$ cat src/rtl/spi_pkg.sv
`timescale 1ns/1ps
`default_nettype none
// =============================================================================
// spi_pkg : shared types and sizing helpers for the SPI receive path
// Revision: 1.0
// =============================================================================
package spi_pkg;

    typedef enum logic [0:0] {
        IDLE = 1'b0,
        RECV = 1'b1
    } spi_rx_state_t;

    localparam int SPI_WORD_W    = 16;
    localparam int SPI_ERR_CNT_W = 8;

    // Width of a counter/pointer that must hold the value n itself (or a wrap bit).
    function automatic int log2_plus1(input int n);
        return $clog2(n) + 1;
    endfunction

endpackage
`default_nettype wire

$ cat src/rtl/spi_rx_sync.sv
`timescale 1ns/1ps
`default_nettype none
// =============================================================================
// spi_rx_sync : equal-depth synchroniser for cs_l/sclk/data plus registered edge detect
// Revision: 1.0
// =============================================================================
module spi_rx_sync #(
    parameter int SYNC_STAGES = 2
) (
    input  logic clk_i,
    input  logic arst_i,
    input  logic cs_l,
    input  logic sclk,
    input  logic data,
    output logic cs_l_sync,
    output logic data_sync,
    output logic cs_rise,
    output logic cs_fall,
    output logic sclk_rise
);

    logic [2:0] synced;   // {cs_l, sclk, data}
    logic       cs_q;
    logic       sclk_q;

    generate
        if (SYNC_STAGES == 0) begin : g_no_sync
            assign synced = {cs_l, sclk, data};
        end else begin : g_sync
            logic [SYNC_STAGES-1:0][2:0] stage;

            always_ff @(posedge clk_i or posedge arst_i) begin
                if (arst_i) begin
                    stage <= {SYNC_STAGES{3'b100}};
                end else begin
                    stage[0] <= {cs_l, sclk, data};
                    for (int i = 1; i < SYNC_STAGES; i++) begin
                        stage[i] <= stage[i-1];
                    end
                end
            end

            assign synced = stage[SYNC_STAGES-1];
        end
    endgenerate

    // Edges and data are registered together so the FSM sees them aligned.
    always_ff @(posedge clk_i or posedge arst_i) begin
        if (arst_i) begin
            cs_q      <= 1'b1;
            sclk_q    <= 1'b0;
            data_sync <= 1'b0;
            cs_rise   <= 1'b0;
            cs_fall   <= 1'b0;
            sclk_rise <= 1'b0;
        end else begin
            cs_q      <= synced[2];
            sclk_q    <= synced[1];
            data_sync <= synced[0];
            cs_rise   <= synced[2] & ~cs_q;
            cs_fall   <= ~synced[2] & cs_q;
            sclk_rise <= synced[1] & ~sclk_q;
        end
    end

    assign cs_l_sync = cs_q;

endmodule
`default_nettype wire

$ cat src/rtl/spi_slave_rx.sv
`timescale 1ns/1ps
`default_nettype none
// =============================================================================
// spi_slave_rx : SPI mode-0 word receiver with receive FIFO and valid/ready output.
// Optional macro SPI_RX_FRAME_ERR_EN adds frame_err_o / frame_err_cnt_o.
// Revision: 1.0
// =============================================================================
module spi_slave_rx
    import spi_pkg::*;
#(
    parameter int WORD_W      = SPI_WORD_W,
    parameter int SYNC_STAGES = 2,
    parameter int DEPTH       = 4
) (
    input  logic                      clk_i,
    input  logic                      arst_i,
    input  logic                      spi_cs_l_i,
    input  logic                      spi_sclk_i,
    input  logic                      spi_data_i,
    output logic [WORD_W-1:0]         rx_data_o,
    output logic                      rx_valid_o,
    input  logic                      rx_ready_i,
    output logic                      overflow_o,
    input  logic                      clear_i,
    output logic [$clog2(WORD_W):0]   bit_cnt_o,
    output logic                      busy_o
`ifdef SPI_RX_FRAME_ERR_EN
    ,
    output logic                      frame_err_o,
    output logic [SPI_ERR_CNT_W-1:0]  frame_err_cnt_o
`endif
);

    localparam int CNT_W = log2_plus1(WORD_W);
    localparam int AW    = $clog2(DEPTH);
    localparam int PTR_W = log2_plus1(DEPTH);

    logic cs_l_sync, data_sync, cs_rise, cs_fall, sclk_rise;

    spi_rx_sync #(
        .SYNC_STAGES (SYNC_STAGES)
    ) u_sync (
        .clk_i     (clk_i),
        .arst_i    (arst_i),
        .cs_l      (spi_cs_l_i),
        .sclk      (spi_sclk_i),
        .data      (spi_data_i),
        .cs_l_sync (cs_l_sync),
        .data_sync (data_sync),
        .cs_rise   (cs_rise),
        .cs_fall   (cs_fall),
        .sclk_rise (sclk_rise)
    );

    spi_rx_state_t     state, state_nxt;
    logic [WORD_W-2:0] shreg;
    logic [CNT_W-1:0]  bit_cnt;
    logic [WORD_W-1:0] shift_word;
    logic              shift_en, push, cnt_clr;

    assign shift_word = {shreg, data_sync};

    always_ff @(posedge clk_i or posedge arst_i) begin
        if (arst_i) state <= IDLE;
        else        state <= state_nxt;
    end

    // cs_rise is tested first so a coincident sclk edge is dropped.
    always_comb begin
        state_nxt = state;
        shift_en  = 1'b0;
        push      = 1'b0;
        cnt_clr   = 1'b0;
        case (state)
            IDLE: begin
                if (cs_fall) begin
                    state_nxt = RECV;
                    cnt_clr   = 1'b1;
                end
            end
            RECV: begin
                if (cs_rise) begin
                    state_nxt = IDLE;
                    cnt_clr   = 1'b1;
                end else if (sclk_rise) begin
                    shift_en = 1'b1;
                    push     = (bit_cnt == CNT_W'(WORD_W - 1));
                end
            end
            default: state_nxt = IDLE;
        endcase
    end

    always_ff @(posedge clk_i or posedge arst_i) begin
        if (arst_i) begin
            shreg   <= '0;
            bit_cnt <= '0;
        end else if (cnt_clr) begin
            bit_cnt <= '0;
        end else if (shift_en) begin
            shreg   <= shift_word[WORD_W-2:0];
            bit_cnt <= push ? '0 : bit_cnt + CNT_W'(1);
        end
    end

    // Receive FIFO: extra pointer MSB separates full from empty.
    logic [WORD_W-1:0] mem [DEPTH];
    logic [PTR_W-1:0]  wr_ptr, rd_ptr;
    logic              empty, full, pop, wr_en;

    assign empty = (wr_ptr == rd_ptr);
    assign full  = (wr_ptr[PTR_W-1] != rd_ptr[PTR_W-1]) &&
                   (wr_ptr[AW-1:0] == rd_ptr[AW-1:0]);
    assign pop   = !empty && rx_ready_i;
    assign wr_en = push && (!full || pop);

    always_ff @(posedge clk_i) begin
        if (wr_en) mem[wr_ptr[AW-1:0]] <= shift_word;
    end

    always_ff @(posedge clk_i or posedge arst_i) begin
        if (arst_i) begin
            wr_ptr     <= '0;
            rd_ptr     <= '0;
            overflow_o <= 1'b0;
        end else begin
            if (wr_en) wr_ptr <= wr_ptr + PTR_W'(1);
            if (pop)   rd_ptr <= rd_ptr + PTR_W'(1);
            if (push && full && !pop) overflow_o <= 1'b1;
            else if (clear_i)         overflow_o <= 1'b0;
        end
    end

    assign rx_valid_o = !empty;
    assign rx_data_o  = empty ? '0 : mem[rd_ptr[AW-1:0]];
    assign bit_cnt_o  = bit_cnt;
    assign busy_o     = ~cs_l_sync;

`ifdef SPI_RX_FRAME_ERR_EN
    logic frame_err;
    assign frame_err = (state == RECV) && cs_rise && (bit_cnt != '0);

    always_ff @(posedge clk_i or posedge arst_i) begin
        if (arst_i) begin
            frame_err_o     <= 1'b0;
            frame_err_cnt_o <= '0;
        end else begin
            frame_err_o <= frame_err;
            if (clear_i)
                frame_err_cnt_o <= '0;
            else if (frame_err && (frame_err_cnt_o != '1))
                frame_err_cnt_o <= frame_err_cnt_o + SPI_ERR_CNT_W'(1);
        end
    end
`endif

endmodule
`default_nettype wire

$ cat config.mk
export PLATFORM = sky130hd
export DESIGN_NAME = spi_slave_rx
export DESIGN_NICKNAME = d
export VERILOG_FILES = /design/src/rtl/spi_pkg.sv /design/src/rtl/spi_rx_sync.sv /design/src/rtl/spi_slave_rx.sv
export SDC_FILE = /design/constraint.sdc
export NUM_CORES = 1
export LEC_CHECK = 0
export CAP_MARGIN = 15
export CORE_ASPECT_RATIO = 2
export CORE_MARGIN = 2
export CORE_UTILIZATION = 40
export CTS_CLUSTER_SIZE = 16
export DETAILED_ROUTE_END_ITERATION = 8
export GPL_TIMING_DRIVEN = 1
export HOLD_SLACK_MARGIN = 0.08
export SLEW_MARGIN = 20
export SYNTH_ARGS = -nofsm -noshare
export SYNTH_HDL_FRONTEND = slang
export SYNTH_SLANG_ARGS = --single-unit
$ cat constraint.sdc
create_clock -name clk_i -period 2.8 [get_ports clk_i]
set_input_delay 0.42 -clock clk_i [delete_from_list [all_inputs] [get_ports clk_i]]
set_output_delay 0.42 -clock clk_i [all_outputs]
set_load 0.01 [all_outputs]
# Word level (Yosys, flattened, before mapping)
# Memory sizes are Yosys's and may differ from the RTL's.
# Index checks and enable logic that the tools add are counted.
totals:
  n_memories: 1
  ff_bits: 40
  mem_bits_rw: 64
op_classes:
  n_addsub: 3
  n_bitwise: 8
  muxes: 19
  n_reduce_logical: 12
  eq_ne: 4
memory_table:
  columns: ["name", "depth", "word_bits", "read_ports", "rd_ports_with_merged_regs", "write_ports", "line_no", "rtl"]
  rows:
  - ["mem", 4, 16, 1, 0, 1, "spi_slave_rx.sv:107", "logic [WORD_W-1:0] mem [DEPTH];"]
ops:
  columns: ["operator", "count"]
  rows:
  - ["16-bit 2-to-1 mux", 1]
  - ["5-bit 2-to-1 mux", 3]
  - ["1-bit 2-to-1 mux", 13]
  - ["3-bit by 1-bit adder with 3-bit output (second input constant)", 2]
  - ["5-bit by 1-bit adder with 5-bit output (second input constant)", 1]
  - ["5-bit by 4-bit == test with 1-bit output (second input constant)", 1]
  - ["1-bit logical AND", 5]
  - ["1-bit NOT", 5]
  - ["1-bit one-hot mux with 2 select lines", 2]
  - ["2-bit nonzero test", 2]
  - ["1-bit AND", 3]
  - ["3-bit == test", 1]
  - ["1-bit zero test", 3]
  - ["2-bit == test", 1]
  - ["2-bit AND reduction", 1]
  - ["1-bit logical OR", 1]
  - ["1-bit inequality test", 1]

# Longest topological paths before layout
# Gate-level depths: netlist (run 1).
logic_depth:
  word_depth: 7
  mapped_depth: 6
  ltp_nobuf: 6

# By module
# A second synthesis (run 1) with hierarchy kept.
hier_totals:
  hier_cells: 223
  area_unflattened_um2: 4098.9
modules_own_cells:
  columns: ["mod", "n_inst", "cells_per_inst", "seq_area_each_um2", "area_per_inst_um2"]
  rows:
  - ["spi_slave_rx", 1, 207, 2622.5, 3769.9]
  - ["spi_rx_sync", 1, 16, 304.0, 329.1]

# Least setup slack after synthesis (run 1)
# OpenSTA, ideal clock, no wires.
synth_path:
  kind: "register -> register"
  startpoint: "reg bit_cnt[0] (netlist: bit_cnt_o[0])"
  endpoint: "mem mem[3][0] (netlist name), enable pin"
  required_ps: 2391
  setup_slack_ps: 1
  arrival_ps: 2390
  period_less_slack_ps: 2799
  setup_ps: 409
  stages_incl_launch_ff: 6
  n_path_buf: 0
  cell_sequence: "dfrtp_1 > ha_1 > and3_1 > ha_1 > nand4b_1 > nor3_1"
synth_via:
  elab_chain_len: 7
synth_lines:
  columns: ["element", "line_no", "rtl"]
  rows:
  - ["from (decl)", "spi_slave_rx.sv:57", "logic [CNT_W-1:0] bit_cnt;"]
  - ["from (signal assigned)", "spi_slave_rx.sv:102", "bit_cnt <= push ? '0 : bit_cnt + CNT_W'(1);"]
  - ["5-bit by 4-bit == test with 1-bit output", "spi_slave_rx.sv:87", "push = (bit_cnt == CNT_W'(WORD_W - 1));"]
  - ["1-bit 2-to-1 mux", "spi_slave_rx.sv:85", "end else if (sclk_rise) begin"]
  - ["1-bit 2-to-1 mux", "spi_slave_rx.sv:82", "if (cs_rise) begin"]
  - ["1-bit 2-to-1 mux", "spi_slave_rx.sv:74", "case (state)"]
  - ["1-bit logical AND", "spi_slave_rx.sv:115", "assign wr_en = push && (!full || pop);"]
  - ["1-bit 2-to-1 mux", "spi_slave_rx.sv:118", "if (wr_en) mem[wr_ptr[AW-1:0]] <= shift_word;"]
  - ["1-bit 2-to-1 mux (not written as such)", "spi_slave_rx.sv:118", null]
  - ["to (decl)", "spi_slave_rx.sv:107", null]
# No other way between the ends.

# Worst setup path after layout (run 1)
layout_path:
  startpoint: "reg rd_ptr[0]"
  endpoint: "out rx_data_o[11]"
layout_via:
  elab_chain_len: 2
  elab_cells_between_ends: 3
layout_lines:
  columns: ["element", "line_no", "rtl"]
  rows:
  - ["from (decl)", "spi_slave_rx.sv:108", "logic [PTR_W-1:0] wr_ptr, rd_ptr;"]
  - ["from (signal assigned)", "spi_slave_rx.sv:128", "if (pop) rd_ptr <= rd_ptr + PTR_W'(1);"]
  - ["memory 4 x 16 bit or 3-bit == test (tied branches)", null, null]
  - ["16-bit 2-to-1 mux (*)", "spi_slave_rx.sv:135", "assign rx_data_o = empty ? '0 : mem[rd_ptr[AW-1:0]];"]
  - ["to (decl)", "spi_slave_rx.sv:20", "output logic [WORD_W-1:0] rx_data_o,"]
# Every way passes the cells marked *; elsewhere a longest branch is shown, timed or not.

==> results of run 1 <==
==> area by class of cell <==
cell class	instances	share of cell area
Clock buffer	11	0.0489
Clock inverter	5	0.0111
Inverter	12	0.00908
Multi-Input combinational cell	106	0.232
Sequential cell	104	0.590
Tap cell	135	0.0340
Timing Repair Buffer	38	0.0751
==> sequential cells by signal, indices dropped and copies added (netlist names), 3 cells and up <==
signal	cells
mem	64
u_sync.synced	3
wr_ptr	3
shreg	15
bit_cnt_o	5
u_sync.g_sync.stage	3
rd_ptr	3
==> stage by stage <==
stage / util / area, um2 / instances / hold slack (ps)
final: 0.489 / 4960 / 411 / 350
after global routing: 0.489 / 4960 / 411 / 358
after CTS: 0.489 / 4960 / 411 / 353
after detailed placement: 0.460 / 4660 / 395 / 338
after global placement: 0.460 / 4660 / 395 / 333
after floorplan: - / 4170 / 229 / 331
==> worst min path at each step <==
stage	from	end
6_report	u_sync.g_sync.stage[0]	u_sync.synced[0]
2_1_floorplan	u_sync.synced[0]	u_sync.data_sync
5_1_grt	u_sync.g_sync.stage[0]	u_sync.synced[0]
3_3_place_gp	u_sync.synced[0]	u_sync.data_sync
4_1_cts	u_sync.g_sync.stage[0]	u_sync.synced[0]
3_5_place_dp	u_sync.g_sync.stage[0]	u_sync.synced[0]
==> kinds of logic (layout without fill, tap and decap cells) <==
| group | count (synthesis) | in the layout | share of synthesized area |
|---|---|---|---|
| muxes | 34 | 34 | 0.136 |
| xor gates and xnor gates | 9 | 9 | 0.0243 |
| AOI/OAI and AO/OA | 15 | 15 | 0.0297 |
| buffers and inverters | 19 | 66 | 0.0234 |
| DFF | 104 | 104 | 0.702 |
| adders and majority gates | 7 | 7 | 0.0210 |
| and+or+nand+nor | 41 | 41 | 0.0639 |
==> layer usage <==
metal	vias up	wire, um	track usage	share of wire
li1	945	-	-	-
met1	1024	2490	0.136	0.37
met2	29	3990	0.251	0.58
met3	10	195	0.0309	0.029
met4	0	140	0.0600	0.021
met5	-	0	0	0
==> power by group through the flow <==
stage | registers [uW] | logic, uW | clock network (uW)
floorplan | 1870 | 853 | 0
global placement | 1910 | 1360 | 0
detailed placement | 1910 | 1370 | 0
CTS | 1880 | 1370 | 1270
global route | 1900 | 1450 | 1320
finish | 1880 | 1330 | 1230
==> cells in the final DEF (no fill, tap or decap), types with 2 or more instances in the layout <==
| cell type | synthesis | final |
|---|---|---|
| xnor2_2 | 2 | 2 |
| ha_1 | 7 | 7 |
| nor3b_1 | 2 | 2 |
| inv_1 | 12 | 12 |
| xor2_1 | 3 | 3 |
| mux4_2 | 16 | 16 |
| nor2b_1 | 15 | 15 |
| and2_1 | 3 | 3 |
| nor2_1 | 3 | 3 |
| clkbuf_16 | 0 | 9 |
| dfstp_2 | 3 | 3 |
| nor3_2 | 1 | 2 |
| edfxtp_1 | 64 | 64 |
| o311ai_1 | 2 | 2 |
| mux2_2 | 17 | 17 |
| and2b_1 | 3 | 3 |
| clkdlybuf4s50_1 | 0 | 30 |
| xnor2_1 | 3 | 3 |
| buf_4 | 2 | 7 |
| dfrtp_1 | 37 | 37 |
| a21oi_1 | 2 | 2 |
| nand3_1 | 3 | 3 |
| o31ai_1 | 2 | 2 |
| o21ai_0 | 4 | 4 |
==> results.yml, run 1 <==
outcome:
  outcome: "completed"
synth:
  syn_inst: 229
  yosys.area.top_type_share: 0.461
  ys_seq_area_frac: 0.702
  synth.net_count: 243
  yosysTopAreaCell: "edfxtp_1"
  synth_area_leaders: "edfxtp_1 46%, dfrtp_1 22%, mux4_2 8.6%"
  synthArstFlopShare: 0.385
  ys_types: 43
  ys_seq_elements: 104
  syn-cell-area_um2: 4170
  synth_edf_count: 64
  yosysMostFrequentCell: "edfxtp_1"
  synth_warnings: 0
  netlist_top_cells_count: "64 x edfxtp_1, 37 x dfrtp_1, 17 x mux2_2, 16 x mux4_2, 15 x nor2b_1"
  syn_area_per_cell_um2: 18.2
  synth-main-ff-cell: "edfxtp_1"
timing:
  fin_ws_ps: 136
  hold_violations: 0
  rsz0062_at_grt: "false"
  fin_crit_ps: 2660
  skew_ps: 5.31
  fin_crit_sh: 0.952
  setup_viol_count_final: 0
  worstMarginPinSlew_ps: 522
  relSlewSlack: 0.651
  final_max_slew_viol_count: 0
  setup_tns_ps: 0
  fmax_mhz: 375
power_and_ir_drop:
  power_switching_uw: 1180
  sequentialPowerShare: 0.423
  totalPowerFinal_uw: 4450
  comb_power_share: 0.299
  swShare: 0.265
  leakagePower_uw: 0.00181
  power_density_nw_per_um2: 896
  p_int_uw: 3270
  power_frac_clock: 0.277
  ir_drop_mv: 0.447
floorplanning:
  dieArea_um2: 11300
  design.core.area_um2: 10100
  die_x_um: 76.2
  start_util: 0.411
  fp-row-count: 52
  die_y_um: 148
  io-pin-count: 31
setup_path:
  cp_max_fo: 16
  critPathTopFamily: "buffers and inverters"
  reg2reg_from: "bit_cnt_o[0]"
  reg2reg_slack_ps: 370
  cp-endpoint: "rx_data_o[11]"
  start_kind: "flop"
  cp_slowest_cell: "dfrtp_1"
  timing.rr.end: "mem[0][5]"
  crit_cells: 4
  crit_buf_inv: 2
  max_stage_delay_ps: 520
  worstPathArrival_ps: 2240
  critPathKind: "flop to primary output"
  critPathCaptureType: "primary output"
  crit_start: "rd_ptr[0]"
  crit_path_cell_trace: "buf_12, mux4_2, nor2b_1, clkdlybuf4s50_1"
  worstRegToRegCells: 7
  required_ps: 2380
global_routing:
  grt-ovfl-total: 0
  grtUsageTotal: 0.133
  grt_start_max_net_pins: 41
  grt_pass1_vias: 2062
  grt_pass1_wl_um: 11000
  antenna_found_initial: 0
clock_tree:
  cts_resized: 0
  clockBufferDepth: 2
  cts_setup_buffers: 0
  clkTransAtPathRegs_ps: 60
  holdBufCountCts: 0
  numClockSinks: 104
  cts_tree: "done"
  cts_max_level: 3
  cts.root.buffer_cell: "clkbuf_16"
  clkLatencyLatePin_ps: 350
  cts_buffers: 9
cells_and_area:
  nets: 285
  fillers: 891
  drive_gt1_frac: 0.243
  antenna_cells: 0
  syn_to_final_growth_pct: 19.0
  seq_area_um2: 2930
  multiInputGateArea_um2: 1150
route:
  drtIter0Drc: 124
  routed_via_density: 4.89
  firstDrtPassIters: 4
  vias: 2008
  ant_nets: 0
  routedWlPerCell_um: 16.6
  drc: 0
  drt_wl_total_um: 6810
place:
  port_buffers: 30
  dp_hpwl_um: 4560
  place.gp.congestion: 0.752
  place_ws_ps: 325
min_path:
  whs_path_depth: 0
  hold_path_class: "flop to flop"
run:
  cap_violations: 0
(Power assumes the default switching activity.)
==> inputs of run 2 (changes only) <==
CORE_UTILIZATION = 52   (was 40)
PLACE_DENSITY = 0.75   (was unset)
==> run 2 against run 1 <==
Die area decreased by 22%. Wire length decreased by 4.4%. Register-to-register slack about the same. Critical path type unchanged. Clock skew increased by 2.8 ps. Largest cell class unchanged. Sequential share of layout area increased by 0.54 points. Worst setup slack got worse by 4.3 ps. Fmax decreased by 0.16%. Combinational power about the same. Via count increased by 1.4%. First-iteration DRC count decreased by 52%. Critical path depth unchanged.
==> results.yml, run 2 (synthesis gave the netlist of run 1 again) <==
outcome:
  outcome: "completed"
setup_path:
  critPathKind: "flop to primary output"
  cp-endpoint: "rx_data_o[15]"
  reg2reg_slack_ps: 380
  max_stage_delay_ps: 520
  crit_start: "rd_ptr[0]"
  start_kind: "flop"
  crit_buf_inv: 2
  required_ps: 2380
  worstRegToRegCells: 7
  worstPathArrival_ps: 2250
  timing.rr.end: "mem[2][6]"
  cp_slowest_cell: "dfrtp_1"
  crit_cells: 4
  cp_max_fo: 16
  critPathCaptureType: "primary output"
  critPathTopFamily: "buffers and inverters"
  reg2reg_from: "bit_cnt_o[0]"
  crit_path_cell_trace: "buf_12, mux4_2, and2b_1, clkdlybuf4s50_1"
timing:
  rsz0062_at_grt: "false"
  final_max_slew_viol_count: 0
  fmax_mhz: 375
  fin_crit_sh: 0.953
  relSlewSlack: 0.618
  fin_crit_ps: 2670
  worstMarginPinSlew_ps: 571
  setup_viol_count_final: 0
  skew_ps: 8.12
  hold_violations: 0
  setup_tns_ps: 0
min_path:
  hold_path_class: "flop to flop"
clock_tree:
  holdBufCountCts: 0
  cts_setup_buffers: 0
  clkLatencyLatePin_ps: 330
  cts_resized: 0
  cts_tree: "done"
  cts_buffers: 9
  cts_max_level: 3
  cts.root.buffer_cell: "clkbuf_16"
  clockBufferDepth: 2
  clkTransAtPathRegs_ps: 60
  numClockSinks: 104
place:
  port_buffers: 30
  place.gp.congestion: 0.753
  place_area_um2: 4620
  dp_hpwl_um: 4310
cells_and_area:
  nets: 285
  fin_area_um2: 4920
  antenna_cells: 0
  largest_register_ffs: 64
  utilization: 0.624
  syn_to_final_growth_pct: 17.9
  final_common_cell: "edfxtp_1"
  fillers: 559
  drive_gt1_frac: 0.243
  final_cell_mix: "64 x edfxtp_1, 37 x dfrtp_1, 30 x clkdlybuf4s50_1"
floorplanning:
  fp-row-count: 46
  io-pin-count: 31
  start_util: 0.529
  design.core.area_um2: 7890
  die_x_um: 67.3
  die_y_um: 131
  dieArea_um2: 8800
global_routing:
  grt_pass1_wl_um: 10400
  grt-ovfl-total: 0
  antenna_found_initial: 0
  grtUsageTotal: 0.170
  grt_start_max_net_pins: 41
  grt_pass1_vias: 2077
route:
  drt_wl_total_um: 6510
  vias: 2037
  drc: 0
  drtIter0Drc: 59
  routedWlPerCell_um: 17.5
  firstDrtPassIters: 4
  ant_nets: 0
  routed_via_density: 5.48
power_and_ir_drop:
  totalPowerFinal_uw: 4430
  ir_drop_mv: 0.570
  power_density_nw_per_um2: 901
  leakagePower_uw: 0.00181
run:
  cap_violations: 0
## run 2: worst reg2reg max path: stages, from the launching register on
cell and delay (ps):
dfrtp_1 400, ha_1 210, and3_1 170, ha_1 190
nand4b_1 330, a41oi_4 370, and2_1 160, buf_4 260
## run 2: routing by layer
metal / wire length, um / global-route usage
met5: 0 / 0
met4: 86 / 0.0732
met3: 172 / 0.0360
met2: 3870 / 0.317
met1: 2380 / 0.177
## run 2: final cells by class
class                      count  area (um2)  area share
clock inverter                 3        41.3     0.00840
tap                           96         120      0.0244
multi-input combinational    106        1150       0.234
timing repair buffer          38         373      0.0758
clock buffer                  13         260      0.0529
sequential                   104        2930       0.595
inverter                      12        45.0     0.00916
## run 2: worst min path at each step
| stage | from | endpoint | slack [ps] | depth (start not counted) |
|---|---|---|---|---|
| floorplan | u_sync.synced[0] | u_sync.data_sync | 330 | 0 |
| global placement | u_sync.g_sync.stage[0] | u_sync.synced[0] | 330 | 0 |
| detailed placement | u_sync.synced[0] | u_sync.data_sync | 340 | 0 |
| CTS | u_sync.g_sync.stage[0] | u_sync.synced[0] | 350 | 0 |
| global route | u_sync.g_sync.stage[0] | u_sync.synced[0] | 360 | 0 |
| finish | u_sync.g_sync.stage[0] | u_sync.synced[0] | 350 | 0 |
## run 2: per-stage QoR
| stage | cells | setup slack (ps) | hold slack, ps |
|---|---|---|---|
| 6_report | 372 | 131 | 350 |
| 5_1_grt | 372 | 3.88 | 360 |
| 4_1_cts | 372 | 94.2 | 354 |
| 3_5_place_dp | 356 | 409 | 339 |
| 3_3_place_gp | 356 | 475 | 332 |
| 2_1_floorplan | 229 | 1.14 | 331 |
## run 2: report_power, final
group | switching (uW) | internal (uW) | total (uW)
clock | 480 | 740 | 1220
sequential | 117 | 1760 | 1880
combinational | 541 | 791 | 1330
